==> config.mk <==
export PLATFORM = sky130hd
export DESIGN_NAME = transition_gen
export DESIGN_NICKNAME = d
export VERILOG_FILES = /design/src/rtl/transition_gen.sv
export SDC_FILE = /design/constraint.sdc
export NUM_CORES = 1
export LEC_CHECK = 0
export ABC_AREA = 1
export CELL_PAD_IN_SITES_DETAIL_PLACEMENT = 1
export CELL_PAD_IN_SITES_GLOBAL_PLACEMENT = 2
export CORE_MARGIN = 4
export CORE_UTILIZATION = 32
export DETAILED_ROUTE_END_ITERATION = 16
export GPL_ROUTABILITY_DRIVEN = 0
export GPL_TIMING_DRIVEN = 0
export PLACE_DENSITY = 0.73
export SYNTH_ARGS = -nofsm -noshare
export SYNTH_HDL_FRONTEND = slang
export SYNTH_SLANG_ARGS = --single-unit
export TNS_END_PERCENT = 50
==> constraint.sdc <==
create_clock -name clk -period 2.2 [get_ports clk]
set_input_delay 0.33 -clock clk [delete_from_list [all_inputs] [get_ports clk]]
set_output_delay 0.33 -clock clk [all_outputs]
set_load 0.02 [all_outputs]
==> src/rtl/transition_gen.sv <==
// Level generator with minimum high/low hold times and a one-deep pending slot for the opposite level.
// Latency: an accepted request moves out at the next edge; no backpressure, excess requests are dropped with req_drop.
module transition_gen #(
    parameter int MIN_HIGH = 4,
    parameter int MIN_LOW  = 4,
    parameter int CNT_W    = 8
) (
    input  logic clk,
    input  logic rst,
    input  logic rise_req,
    input  logic fall_req,
    output logic out,
    output logic low_high_done,
    output logic high_low_done,
    output logic busy,
    output logic req_drop
);

    typedef enum logic [1:0] {
        LOW_IDLE,
        LOW_HOLD,
        HIGH_IDLE,
        HIGH_HOLD
    } state_t;

    localparam logic [CNT_W-1:0] HIGH_LOAD = CNT_W'(MIN_HIGH - 1);
    localparam logic [CNT_W-1:0] LOW_LOAD  = CNT_W'(MIN_LOW - 1);

    state_t           state_q, state_d;
    logic [CNT_W-1:0] cnt_q, cnt_d;
    logic             pend_q, pend_d;
    logic             lh_done_q, lh_done_d;
    logic             hl_done_q, hl_done_d;
    logic             drop_q, drop_d;

    logic is_high;
    logic is_hold;
    logic both_req;
    logic opp_req;
    logic same_req;
    logic go_opp;

    assign is_high  = (state_q == HIGH_IDLE) || (state_q == HIGH_HOLD);
    assign is_hold  = (state_q == LOW_HOLD)  || (state_q == HIGH_HOLD);
    assign both_req = rise_req && fall_req;
    // Requests are classified relative to the current level, so one pending bit suffices.
    assign opp_req  = is_high ? fall_req : rise_req;
    assign same_req = is_high ? rise_req : fall_req;

    always_comb begin
        state_d   = state_q;
        cnt_d     = cnt_q;
        pend_d    = pend_q;
        lh_done_d = 1'b0;
        hl_done_d = 1'b0;
        drop_d    = 1'b0;
        go_opp    = 1'b0;

        case (state_q)
            LOW_IDLE, HIGH_IDLE: begin
                if (both_req || same_req) begin
                    drop_d = 1'b1;
                end else if (opp_req) begin
                    go_opp = 1'b1;
                end
            end

            LOW_HOLD, HIGH_HOLD: begin
                if (cnt_q == '0) begin
                    if (pend_q) begin
                        // Pending request fires now; anything arriving this cycle finds the slot full.
                        go_opp = 1'b1;
                        pend_d = 1'b0;
                        if (rise_req || fall_req) begin
                            drop_d = 1'b1;
                        end
                    end else begin
                        // Hold expiring with nothing pending behaves like the idle state of this level.
                        state_d = is_high ? HIGH_IDLE : LOW_IDLE;
                        if (both_req || same_req) begin
                            drop_d = 1'b1;
                        end else if (opp_req) begin
                            go_opp = 1'b1;
                        end
                    end
                end else begin
                    cnt_d = cnt_q - 1'b1;
                    if (both_req || same_req || (opp_req && pend_q)) begin
                        drop_d = 1'b1;
                    end else if (opp_req) begin
                        pend_d = 1'b1;
                    end
                end
            end

            default: begin
                state_d = LOW_IDLE;
            end
        endcase

        if (go_opp) begin
            if (is_high) begin
                state_d   = LOW_HOLD;
                cnt_d     = LOW_LOAD;
                hl_done_d = 1'b1;
            end else begin
                state_d   = HIGH_HOLD;
                cnt_d     = HIGH_LOAD;
                lh_done_d = 1'b1;
            end
        end
    end

    always_ff @(posedge clk or posedge rst) begin
        if (rst) begin
            state_q   <= LOW_IDLE;
            cnt_q     <= '0;
            pend_q    <= 1'b0;
            lh_done_q <= 1'b0;
            hl_done_q <= 1'b0;
            drop_q    <= 1'b0;
        end else begin
            state_q   <= state_d;
            cnt_q     <= cnt_d;
            pend_q    <= pend_d;
            lh_done_q <= lh_done_d;
            hl_done_q <= hl_done_d;
            drop_q    <= drop_d;
        end
    end

    assign out           = is_high;
    assign busy          = is_hold || pend_q;
    assign low_high_done = lh_done_q;
    assign high_low_done = hl_done_q;
    assign req_drop      = drop_q;

endmodule

# Word-level counts from Yosys, hierarchy flattened
# Index checks and enable logic that the tools add are counted.
[totals] out_inout_bits=5 input_bits=4 mem_bits_rw=0 rom_bits=0 memories=0 register_bits=14 word_cells=60 latchBits=0
[classes] muxes=29 magnitude_cmp=0 addsub=1 shifts=0 n_bitwise=0 div_mod_pow=0 n_reduce_logical=18 n_eq_ne=6 n_mul=0
[ops] operator="two-way mux 8 bit" count=3
[ops] operator="two-way mux 1 bit" count=18
[ops] operator="two-way mux 2 bit" count=6
[ops] operator="zero test 8 bit" count=1
[ops] operator="subtractor 8 x 1 -> 8 bit, second input constant" count=1
[ops] operator="logical OR 1 bit" count=6
[ops] operator="AND reduction 3 bit" count=2
[ops] operator="nonzero test 2 bit" count=3
[ops] operator="equality test 2 bit, second input constant" count=2
[ops] operator="!= test 2 bit, second input constant" count=2
[ops] operator="case mux 1 bit (2 select lines)" count=2
[ops] operator="OR reduction 2 bit" count=2
[ops] operator="equality test 2 x 1 -> 1 bit, second input constant" count=1
[ops] operator="logical AND 1 bit" count=2
[ops] operator="zero test 2 bit" count=1
[ops] operator="!= test 2 x 1 -> 1 bit, second input constant" count=1
[ops] operator="AND reduction 2 bit" count=1

# Depth between registers and ports, before layout
# Gate-level depths: netlist (run 1).
[logic_depth] word_depth=10 depth_mapped=9 depth_no_buf=9

# Least setup slack after synthesis (run 1)
# No wires, ideal clock.
[synth_timing] kind="flip-flop to flip-flop" from="reg cnt_q[0]" to="reg state_q[1]" setup_time_ns=0.076 n_path_buf=0 setup_slack_ns=0.456 synth_period_minus_slack_ns=1.744 t_arrival_ns=1.668 stages_incl_launch_ff=9 t_required_ns=2.124 path_cell_list="dfrtp_1 > inv_1 > ha_1 > nand3_2 > o21ai_4 > nand3_4 > inv_1 > ha_1 > o21ai_1"
[synth_between] elab_chain_len=5 elab_cells_between_ends=8 cone_classes="eq/ne: 1; mux: 3; reduce/logical: 4"
[synth_lines] element="start: declaration" line_no="30" source="logic [CNT_W-1:0] cnt_q, cnt_d;"
[synth_lines] element="start signal: assignment" line_no="124" source="cnt_q <= cnt_d;"
[synth_lines] element="zero test 8 bit *" line_no="69" source="if (cnt_q == '0) begin"
[synth_lines] element="two-way mux 1 bit *" line_no="69"
[synth_lines] element="case mux 1 bit (2 select lines) *" line_no="59" source="case (state_q)"
[synth_lines] element="net go_opp" line_no="41" source="logic go_opp;"
[synth_lines] element="!= test 2 x 1 -> 1 bit (no line) or nonzero test 2 bit (tied branches)"
[synth_lines] element="AND reduction 3 bit (no line)"
[synth_lines] element="end signal: assignment" line_no="123" source="state_q <= state_d;"
[synth_lines] element="end: declaration" line_no="29" source="state_t state_q, state_d;"
# Mark *: on every way through the listed nets, which the timed path passes. The rest lies on a longest branch.
# A chain may end at the register's enable or synchronous reset.

# Worst setup path after layout (run 1)
[layout_timing] from="reg state_q[0]" to="out busy"
[layout_between] elab_chain_len=3 elab_cells_between_ends=4 cone_classes="eq/ne: 2; reduce/logical: 2"
[layout_lines] element="equality test 2 x 1 -> 1 bit or equality test 2 bit (tied branches)" line_no="44" source="assign is_hold = (state_q == LOW_HOLD) || (state_q == HIGH_HOLD);"
[layout_lines] element="logical OR 1 bit *" line_no="44"
[layout_lines] element="logical OR 1 bit *" line_no="133" source="assign busy = is_hold || pend_q;"
[layout_lines] element="end: declaration" line_no="15" source="output logic busy,"
# Every way passes the cells marked *; elsewhere a longest branch is shown, timed or not.

==> flow_metrics.tcl, run 1 <==
set metrics [dict create \
    status "completed" \
    core-area_sq_um 2500 \
    final_core_util_pct 40.8 \
    wl_per_cell_um 12.7 \
    worstPathArrival_ps 1510 \
    syn_nets 113 \
    netSwitchingFraction_pct 43.9 \
    setup_viol 0 \
    root_buffer "clkbuf_4" \
    area_delta_synth_final_pct 19.9 \
    drc 0 \
    num_antenna_cells 0 \
    hp-class "in -> async" \
    synthMuxAreaShare_pct 0 \
    p_sw_uw 547 \
    cpPeakStageDelay_ps 600 \
    cp_top_family "buffers and inverters" \
    clock.fmax_ghz 0.542 \
    clk_pin_slew_ps 90 \
    syn_avg_cell_area_sq_um 7.95 \
    synth_compound_area_share_pct 7.65 \
    cts_tree "yes" \
    grt_pass1_wl_um 3280 \
    finalHoldViolCount 0 \
    power.share.clock_pct 15.2 \
    synth-simple-area-share_pct 36.3 \
    p_per_area_nw_per_um2 1220 \
    yosysWarnings 0 \
    portBuffers 8 \
    cp_cell_sequence "nor2_1 > inv_1 > clkdlybuf4s50_1" \
    netlist_instances 107 \
    antenna_found_initial 0 \
    drt_iter0_drc 15 \
    yosysUniqueCellTypes 22 \
    worstPathRequired_ps 1870 \
    top_level_ports 9 \
    wirelength_um 1930 \
    seq_area_frac_synth_pct 41.2 \
    synth_adder_area_share_pct 2.94 \
    syn_area_sq_um 851 \
    layout-drive-gt1-share_pct 15.7 \
    critPathSlowestCell "clkdlybuf4s50_1" \
    via_per_inst 4.67 \
    fp.dieH_um 59.6 \
    num_vias 705 \
    p_leak_uw 0.000526 \
    cp_num_buf_inv 2 \
    cp-start-kind "flop" \
    clock_latency_ps 280 \
    setup_tns_ps 0 \
    htree_levels 1 \
    irDropWorstVdd_mv 0.656 \
    skew_ps 1.35 \
    min_period_ps 1840 \
    slew_headroom_pct 62.7 \
    fin_nets 128 \
    ctsHoldBuffers 0 \
    cts.sinks 14 \
    pwr-share-comb_pct 46.4 \
    crit_type "reg -> out" \
    maxCapViolations 0 \
    die_w_um 59.6 \
    mostFrequentLayoutCell "nand2_1" \
    route.antenna.remaining_nets 0 \
    pwr-share-seq_pct 38.4 \
    hold_ws_ps 396 \
    dieArea_sq_um 3550 \
    rows 18 \
    dp_cells 145 \
    nFillCells 315 \
    track_usage_pct 12.5 \
    synth-xor-area-share_pct 3.09 \
    grt_pass1_vias 738 \
    timing.final.crit_share_pct 83.8 \
    crit_fanout 6 \
    grt_max_degree 15 \
    drtPass1Iterations 4 \
    synth_top_family_by_area "simple AND/OR/NAND/NOR gates" \
    finalMaxSlewViolations 0 \
    grt-ovfl-total 0 \
    final_cells 151 \
    numCtsBuffers 3 \
    start_util_pct 34.0 \
    ys_ff_latch 14 \
    worst_slew_pin_slew_ps 559 \
    hpwlAfterDp_um 1480 \
    internal-power_uw 698 \
    clockBufferDepth 2 \
    mostFrequentLayoutCells "nand2_1, inv_1, nand3_1" \
    endpoint_kind "primary output" \
    rsz0062_at_grt "false" \
]
==> repair_timing <==
| item | 4_1_cts | 5_1_grt |
|---|---|---|
| endpoints found under the setup margin | 0 | 1 |
| resized for setup | 0 | 0 |
| endpoints found under the hold margin | 0 | 0 |
| setup buffers | 0 | 2 |
==> state kept, by name, indices dropped and copies added (netlist names) <==
register / cells
low_high_done: 1
state_q: 2
cnt_q: 8
high_low_done: 1
pend_q: 1
req_drop: 1
==> layer usage <==
layer	part of all wire [%]	GRT usage [%]
met3	3.3	4.58
met1	48	15.3
met5	0	0
met2	49	20.9
met4	0.42	2.85
==> Yosys cell counts <==
library cell   n  share of area (%)
nor3_1         1               0.59
clkbuf_1       1               0.44
dfrtp_1       14                 41
nor2_1         9                4.0
xor2_1         3                3.1
o21ai_1        3                1.8
ha_1           2                2.9
nand4_1        2                1.5
nand2_1       23                 10
a21oi_1        1               0.59
nand2_2        3                2.2
nand3_1       15                8.8
o21ai_0        2                1.2
inv_1         18                7.9
nor2_4         2                2.6
o21ai_4        1                1.9
inv_2          1               0.44
a21boi_4       1                2.2
or2_2          1               0.74
nand2_4        1                1.3
nand3_2        2                2.4
nand3_4        1                2.1
==> worst reg2reg max path: cells and delay by family (launching register included) <==
family          cells  cell delay [ps]
fa+ha+maj           2              520
buf+inv             2              210
flops               1              400
compound gates      2              320
simple gates        2              300
==> logic make-up after synthesis <==
| kind of cell | after synthesis |
|---|---|
| compound gates | 8 |
| xor+xnor | 3 |
| fa+ha+maj | 2 |
| buf+inv | 20 |
| flops | 14 |
| simple gates | 60 |
==> worst paths after layout <==
kind / end / slack (ps) / cells past startpoint / startpoint
min in group clk: cnt_q[1]$_DFFE_PP0P_ / 520 / 2 / cnt_q[1]$_DFFE_PP0P_
worst min-delay path: cnt_q[4]$_DFFE_PP0P_ / 400 / 2 / rst
worst min register to register: cnt_q[1]$_DFFE_PP0P_ / 520 / 2 / cnt_q[1]$_DFFE_PP0P_
worst max-delay path: busy / 360 / 3 / state_q[0]$_DFFE_PP0P_
worst max register to register: state_q[1]$_DFFE_PP0P_ / 390 / 8 / cnt_q[0]$_DFFE_PP0P_
max in group asynchronous: cnt_q[1]$_DFFE_PP0P_ / 1440 / 2 / rst
==> cell type report <==
cell class	instances	area, sq um	share of cell area [%]
Multi-Input combinational cell	73	425	41.7
Sequential cell	14	350	34.4
Timing Repair Buffer	10	95.1	9.33
Inverter	19	71.3	6.99
Tap cell	30	37.5	3.68
Clock buffer	4	36.3	3.56
Buffer	1	3.75	0.368
==> stage by stage <==
step	area, sq um	power, uW	setup WS, ps
global placement	968	1050	185
floorplan	851	918	456
detailed placement	968	1070	175
global route	1020	1370	191
CTS	1000	1260	150
finish	1020	1240	356
==> power groups by stage <==
stage	Combinational [uW]	Sequential (uW)	Clock, uW
final	577	478	189
after floorplan	453	465	0
after global routing	666	497	209
after detailed placement	583	485	0
after global placement	566	482	0
after CTS	586	480	197
Note: power is estimated with default switching activity, not from simulation.
==> run 2: changes to the inputs <==
==> constraint.sdc (replaced) <==
create_clock -name clk -period 1.7 [get_ports clk]
set_input_delay 0.255 -clock clk [delete_from_list [all_inputs] [get_ports clk]]
set_output_delay 0.255 -clock clk [all_outputs]
set_load 0.02 [all_outputs]
==> flow_metrics.tcl, run 2 (synthesized netlist as in run 1, its figures left out) <==
set metrics [dict create \
    worst_slew_pin_slew_ps 559 \
    p_leak_uw 0.000533 \
    cts_tree "yes" \
    pwr-share-seq_pct 38.9 \
    drtPass1Iterations 4 \
    p_sw_uw 729 \
    met3_usage_pct 3.92 \
    pwr-share-comb_pct 49.3 \
    num_antenna_cells 0 \
    worstPathRequired_ps 1880 \
    cpPeakStageDelay_ps 410 \
    slew_headroom_pct 62.7 \
    via_per_inst 4.64 \
    wirelength_um 1990 \
    dieArea_sq_um 3550 \
    skew_ps 4.21 \
    top_register "cnt_q" \
    core-area_sq_um 2500 \
    mostFrequentLayoutCell "nand2_1" \
    top_level_ports 9 \
    cts.sinks 14 \
    wl_per_cell_um 13.2 \
    root_buffer "clkbuf_4" \
    hp-class "in -> async" \
    fin_nets 129 \
    cp-start-kind "flop" \
    clock.fmax_ghz 0.638 \
    portBuffers 8 \
    internal-power_uw 876 \
    timing.final.crit_share_pct 92.2 \
    setup_viol 0 \
    mostFrequentLayoutCells "nand2_1, inv_1, nand3_1" \
    htree_levels 1 \
    start_util_pct 34.0 \
    reg_top3 "cnt_q: 8 flops, state_q: 2 flops" \
    finalWorstSetupSlack_ps 133 \
    die_w_um 59.6 \
    p_per_area_nw_per_um2 1550 \
    critPathSlowestCell "dfrtp_1" \
    fp.dieH_um 59.6 \
    cp_cell_sequence "inv_2 > ha_4 > nand3_2 > o21ai_4 > buf_6 > nand2_4 > o21ai_1 > inv_1" \
    route.antenna.remaining_nets 0 \
    hold_ws_ps 316 \
    place_ws_ps -259 \
    worstPathArrival_ps 1740 \
    layout-drive-gt1-share_pct 18.2 \
    rsz0062_at_grt "false" \
    clock_latency_ps 280 \
    grt_pass1_vias 736 \
    largest_reg_flops 8 \
    finalMaxSlewViolations 0 \
    final_cells 151 \
    endpoint_kind "flop" \
    total_power_uw 1610 \
    cp_top_family "flip-flops" \
    antenna_found_initial 0 \
    grt.busiest_layer "met2" \
    power.share.clock_pct 11.8 \
    crit_type "reg -> reg" \
    grt-ovfl-total 0 \
    maxCapViolations 0 \
    rows 18 \
    grt_pass1_wl_um 3310 \
    cp_num_buf_inv 3 \
    finalHoldViolCount 0 \
    clk_pin_slew_ps 90 \
    grt_util_met2_pct 20.6 \
    grt_max_degree 15 \
    netSwitchingFraction_pct 45.4 \
    met1_usage_pct 16.4 \
    clockBufferDepth 2 \
    status "completed" \
    numCtsBuffers 3 \
    min_period_ps 1570 \
    drt_iter0_drc 7 \
    num_vias 700 \
    irDropWorstVdd_mv 0.712 \
    hpwlAfterDp_um 1510 \
    drc 0 \
    crit_fanout 9 \
    track_usage_pct 12.7 \
    area_delta_synth_final_pct 21.3 \
    dp_cells 145 \
]
==> run 2: changes by cell type in the layout (fill, tap and decap cells not counted), sizes merged <==
| cell | before | now |
|---|---|---|
| clkdlybuf4s50 | 8 | 6 |
| clkbuf | 5 | 4 |
| dlymetal6s2s | 0 | 1 |
| dlygate4sd2 | 0 | 1 |
| buf | 2 | 3 |
==> run 2: final timing paths <==
check / from / to / slack (ps) / cells after the start
setup / recovery: cnt_q[0]$_DFFE_PP0P_ / cnt_q[0]$_DFFE_PP0P_ / 130 / 8
hold / removal: rst / cnt_q[7]$_DFFE_PP0P_ / 320 / 2
setup reg to reg: cnt_q[0]$_DFFE_PP0P_ / cnt_q[0]$_DFFE_PP0P_ / 130 / 8
hold reg to reg: cnt_q[1]$_DFFE_PP0P_ / cnt_q[1]$_DFFE_PP0P_ / 540 / 2
max in group asynchronous: rst / state_q[0]$_DFFE_PP0P_ / 980 / 2
min in group clk: cnt_q[1]$_DFFE_PP0P_ / cnt_q[1]$_DFFE_PP0P_ / 540 / 2
==> run 2: cell type report <==
cell class	count	area, sq um
sequential	14	352
clock buffer	3	22.5
buffer	1	3.75
timing repair buffer	11	108
tap	30	37.5
fill	309	1470
multi-input combinational	73	438
inverter	19	71.3
==> run 2: power groups by stage <==
stage               Clock [uW]  Combinational [uW]  Sequential (uW)
floorplan                    0                 591              602
global placement             0                 734              625
detailed placement           0                 769              629
CTS                        199                 801              625
global route               207                 916              647
finish                     190                 791              624
==> run 2: per-stage QoR <==
step           util, %  instance area [sq um]  setup TNS (ps)
5_1_grt           41.3                   1030               0
2_1_floorplan        -                    853               0
3_5_place_dp      38.8                    971            -502
6_report          41.3                   1030               0
3_3_place_gp      38.8                    971            -401
4_1_cts           40.4                   1010               0
==> run 2: worst reg2reg max path, stage by stage (launching register included) <==
cell and delay, ps:
dfrtp_1 410, inv_2 110, ha_4 180, nand3_2 110, o21ai_4 190, buf_6 170
nand2_4 110, o21ai_1 150, inv_1 50
==> run 2: per-layer routing <==
metal  wire length [um]  share of wire, %  up-vias
met5                  0                 0        -
met4                 18              0.91        0
met3                 67               3.4        2
met2                944                48        9
met1                955                48      322
li1                   -                 -      367
==> run 2: what timing repair did <==
action | 4_1_cts | 5_1_grt
setup buffers | 1 | 2
resized for setup | 4 | 2
hold buffers | 0 | 0
pin swaps | 1 | 2
setup endpoints to repair | 11 | 7
==> run 3: changes to the inputs <==
--- a/config.mk
+++ b/config.mk
@@ -12,7 +12,7 @@
 export CORE_UTILIZATION = 32
 export DETAILED_ROUTE_END_ITERATION = 16
 export GPL_ROUTABILITY_DRIVEN = 0
-export GPL_TIMING_DRIVEN = 0
+export GPL_TIMING_DRIVEN = 1
 export PLACE_DENSITY = 0.73
 export SYNTH_ARGS = -nofsm -noshare
 export SYNTH_HDL_FRONTEND = slang
==> flow_metrics.tcl, run 3 (synthesized netlist as in run 1, its figures left out) <==
set metrics [dict create \
    p_sw_uw 731 \
    crit_fanout 5 \
    top_level_ports 9 \
    route.antenna.remaining_nets 0 \
    wirelength_um 2020 \
    worstPathRequired_ps 1440 \
    pwr-share-comb_pct 49.2 \
    ctsHoldBuffers 0 \
    p_per_area_nw_per_um2 1570 \
    endpoint_kind "primary output" \
    wl_per_cell_um 12.8 \
    cp_top_family "buffers and inverters" \
    grt-ovfl-total 0 \
    hp-class "in -> async" \
    finalMaxSlewViolations 0 \
    path_depth 1 \
    cp-start-kind "flop" \
    maxCapViolations 0 \
    dieArea_sq_um 3550 \
    start_util_pct 34.0 \
    grt_max_degree 15 \
    cp_cell_sequence "clkdlybuf4s50_1" \
    clock_latency_ps 280 \
    area_delta_synth_final_pct 27.1 \
    clockBufferDepth 2 \
    drtPass1Iterations 4 \
    reg2regPathDepth 8 \
    track_usage_pct 13.9 \
    core-area_sq_um 2500 \
    finalWorstSetupSlack_ps 86.9 \
    grt_pass1_vias 768 \
    post-cts-setup-buffers 0 \
    portBuffers 8 \
    setup_viol 0 \
    slew_headroom_pct 63.3 \
    timing.final.crit_share_pct 94.9 \
    clk_pin_slew_ps 90 \
    final_core_util_pct 43.2 \
    critPathSlowestCell "clkdlybuf4s50_1" \
    die_w_um 59.6 \
    root_buffer "clkbuf_4" \
    drc 0 \
    crit_type "reg -> out" \
    fp.dieH_um 59.6 \
    rsz0062_at_grt "true" \
    num_antenna_cells 0 \
    ff2ff_setup_slack_ps 150 \
    nFillCells 320 \
    drt_iter0_drc 14 \
    setup_tns_ps 0 \
    p_leak_uw 0.000561 \
    mostFrequentLayoutCell "nand2_1" \
    crit_start "state_q[1]$_DFFE_PP0P_" \
    power.share.clock_pct 14.3 \
    fin_nets 135 \
    cp_num_buf_inv 1 \
    htree_levels 1 \
    cpPeakStageDelay_ps 630 \
    hpwlAfterDp_um 1600 \
    clock.fmax_ghz 0.620 \
    grt_pass1_wl_um 3640 \
    min_period_ps 1610 \
    via_per_inst 4.51 \
    worstPathArrival_ps 1360 \
    rows 18 \
    skew_ps 6.10 \
    antenna_found_initial 0 \
    worstReg2RegStart "cnt_q[0]$_DFFE_PP0P_" \
    mostFrequentLayoutCells "nand2_1, inv_1, nand3_1" \
    internal-power_uw 971 \
    crit_path_end "out" \
    irDropWorstVdd_mv 0.701 \
    worst_slew_pin_slew_ps 550 \
    cts_tree "yes" \
    largest_reg_flops 8 \
    cts.sinks 14 \
    layout-drive-gt1-share_pct 21.9 \
    num_vias 713 \
    pwr-share-seq_pct 36.5 \
    reg2reg_to "state_q[1]$_DFFE_PP0P_" \
    place_ws_ps -67.7 \
    reg_top3 "cnt_q: 8 flops, state_q: 2 flops" \
    finalHoldViolCount 0 \
    numCtsBuffers 3 \
    top_register "cnt_q" \
    status "completed" \
    netSwitchingFraction_pct 43.0 \
    cts_resized 0 \
]
==> run 3: changes by cell type in the layout (fill, tap and decap cells not counted), sizes merged <==
| cell | change |
|---|---|
| dlygate4sd2 | -1 |
| buf | +7 |
| clkdlybuf4s50 | +1 |
==> run 3: layout make-up <==
type	count	area, sq um	area share [%]
multi-input combinational	73	428	39.6
sequential	14	350	32.4
timing repair buffer	18	158	14.6
inverter	19	71.3	6.60
tap	30	37.5	3.47
clock buffer	4	36.3	3.36
==> run 3: per-stage QoR <==
| stage | instance area (sq um) | total power (uW) | hold slack (ps) | cells |
|---|---|---|---|---|
| floorplan | 853 | 1190 | 144 | 107 |
| global placement | 1040 | 1450 | 495 | 154 |
| detailed placement | 1040 | 1480 | 503 | 154 |
| CTS | 1080 | 1730 | 328 | 158 |
| global route | 1080 | 1880 | 358 | 158 |
| finish | 1080 | 1700 | 310 | 158 |
==> run 3: power by group through the flow <==
stage	clock network (uW)	logic (uW)	registers [uW]
2_1_floorplan	0	591	602
3_3_place_gp	0	820	628
3_5_place_dp	0	851	629
4_1_cts	256	853	626
5_1_grt	272	950	655
6_report	243	837	622
==> run 3: how the worst min path moves through the flow <==
stage | cells past startpoint | endpoint | slack, ps | startpoint
2_1_floorplan | 1 | cnt_q[0]$_DFFE_PP0P_ | 140 | rst
3_3_place_gp | 2 | cnt_q[0]$_DFFE_PP0P_ | 490 | cnt_q[0]$_DFFE_PP0P_
3_5_place_dp | 2 | cnt_q[0]$_DFFE_PP0P_ | 500 | cnt_q[0]$_DFFE_PP0P_
4_1_cts | 2 | cnt_q[4]$_DFFE_PP0P_ | 330 | rst
5_1_grt | 2 | state_q[0]$_DFFE_PP0P_ | 360 | rst
6_report | 2 | cnt_q[5]$_DFFE_PP0P_ | 310 | rst
==> run 3: routing by layer <==
layer	up-vias	global-route usage (%)	part of all wire, %
li1	381	-	-
met2	8	20.9	44
met3	2	5.23	3.9
met5	-	0	0
met4	0	2.85	0.89
met1	322	19.1	51
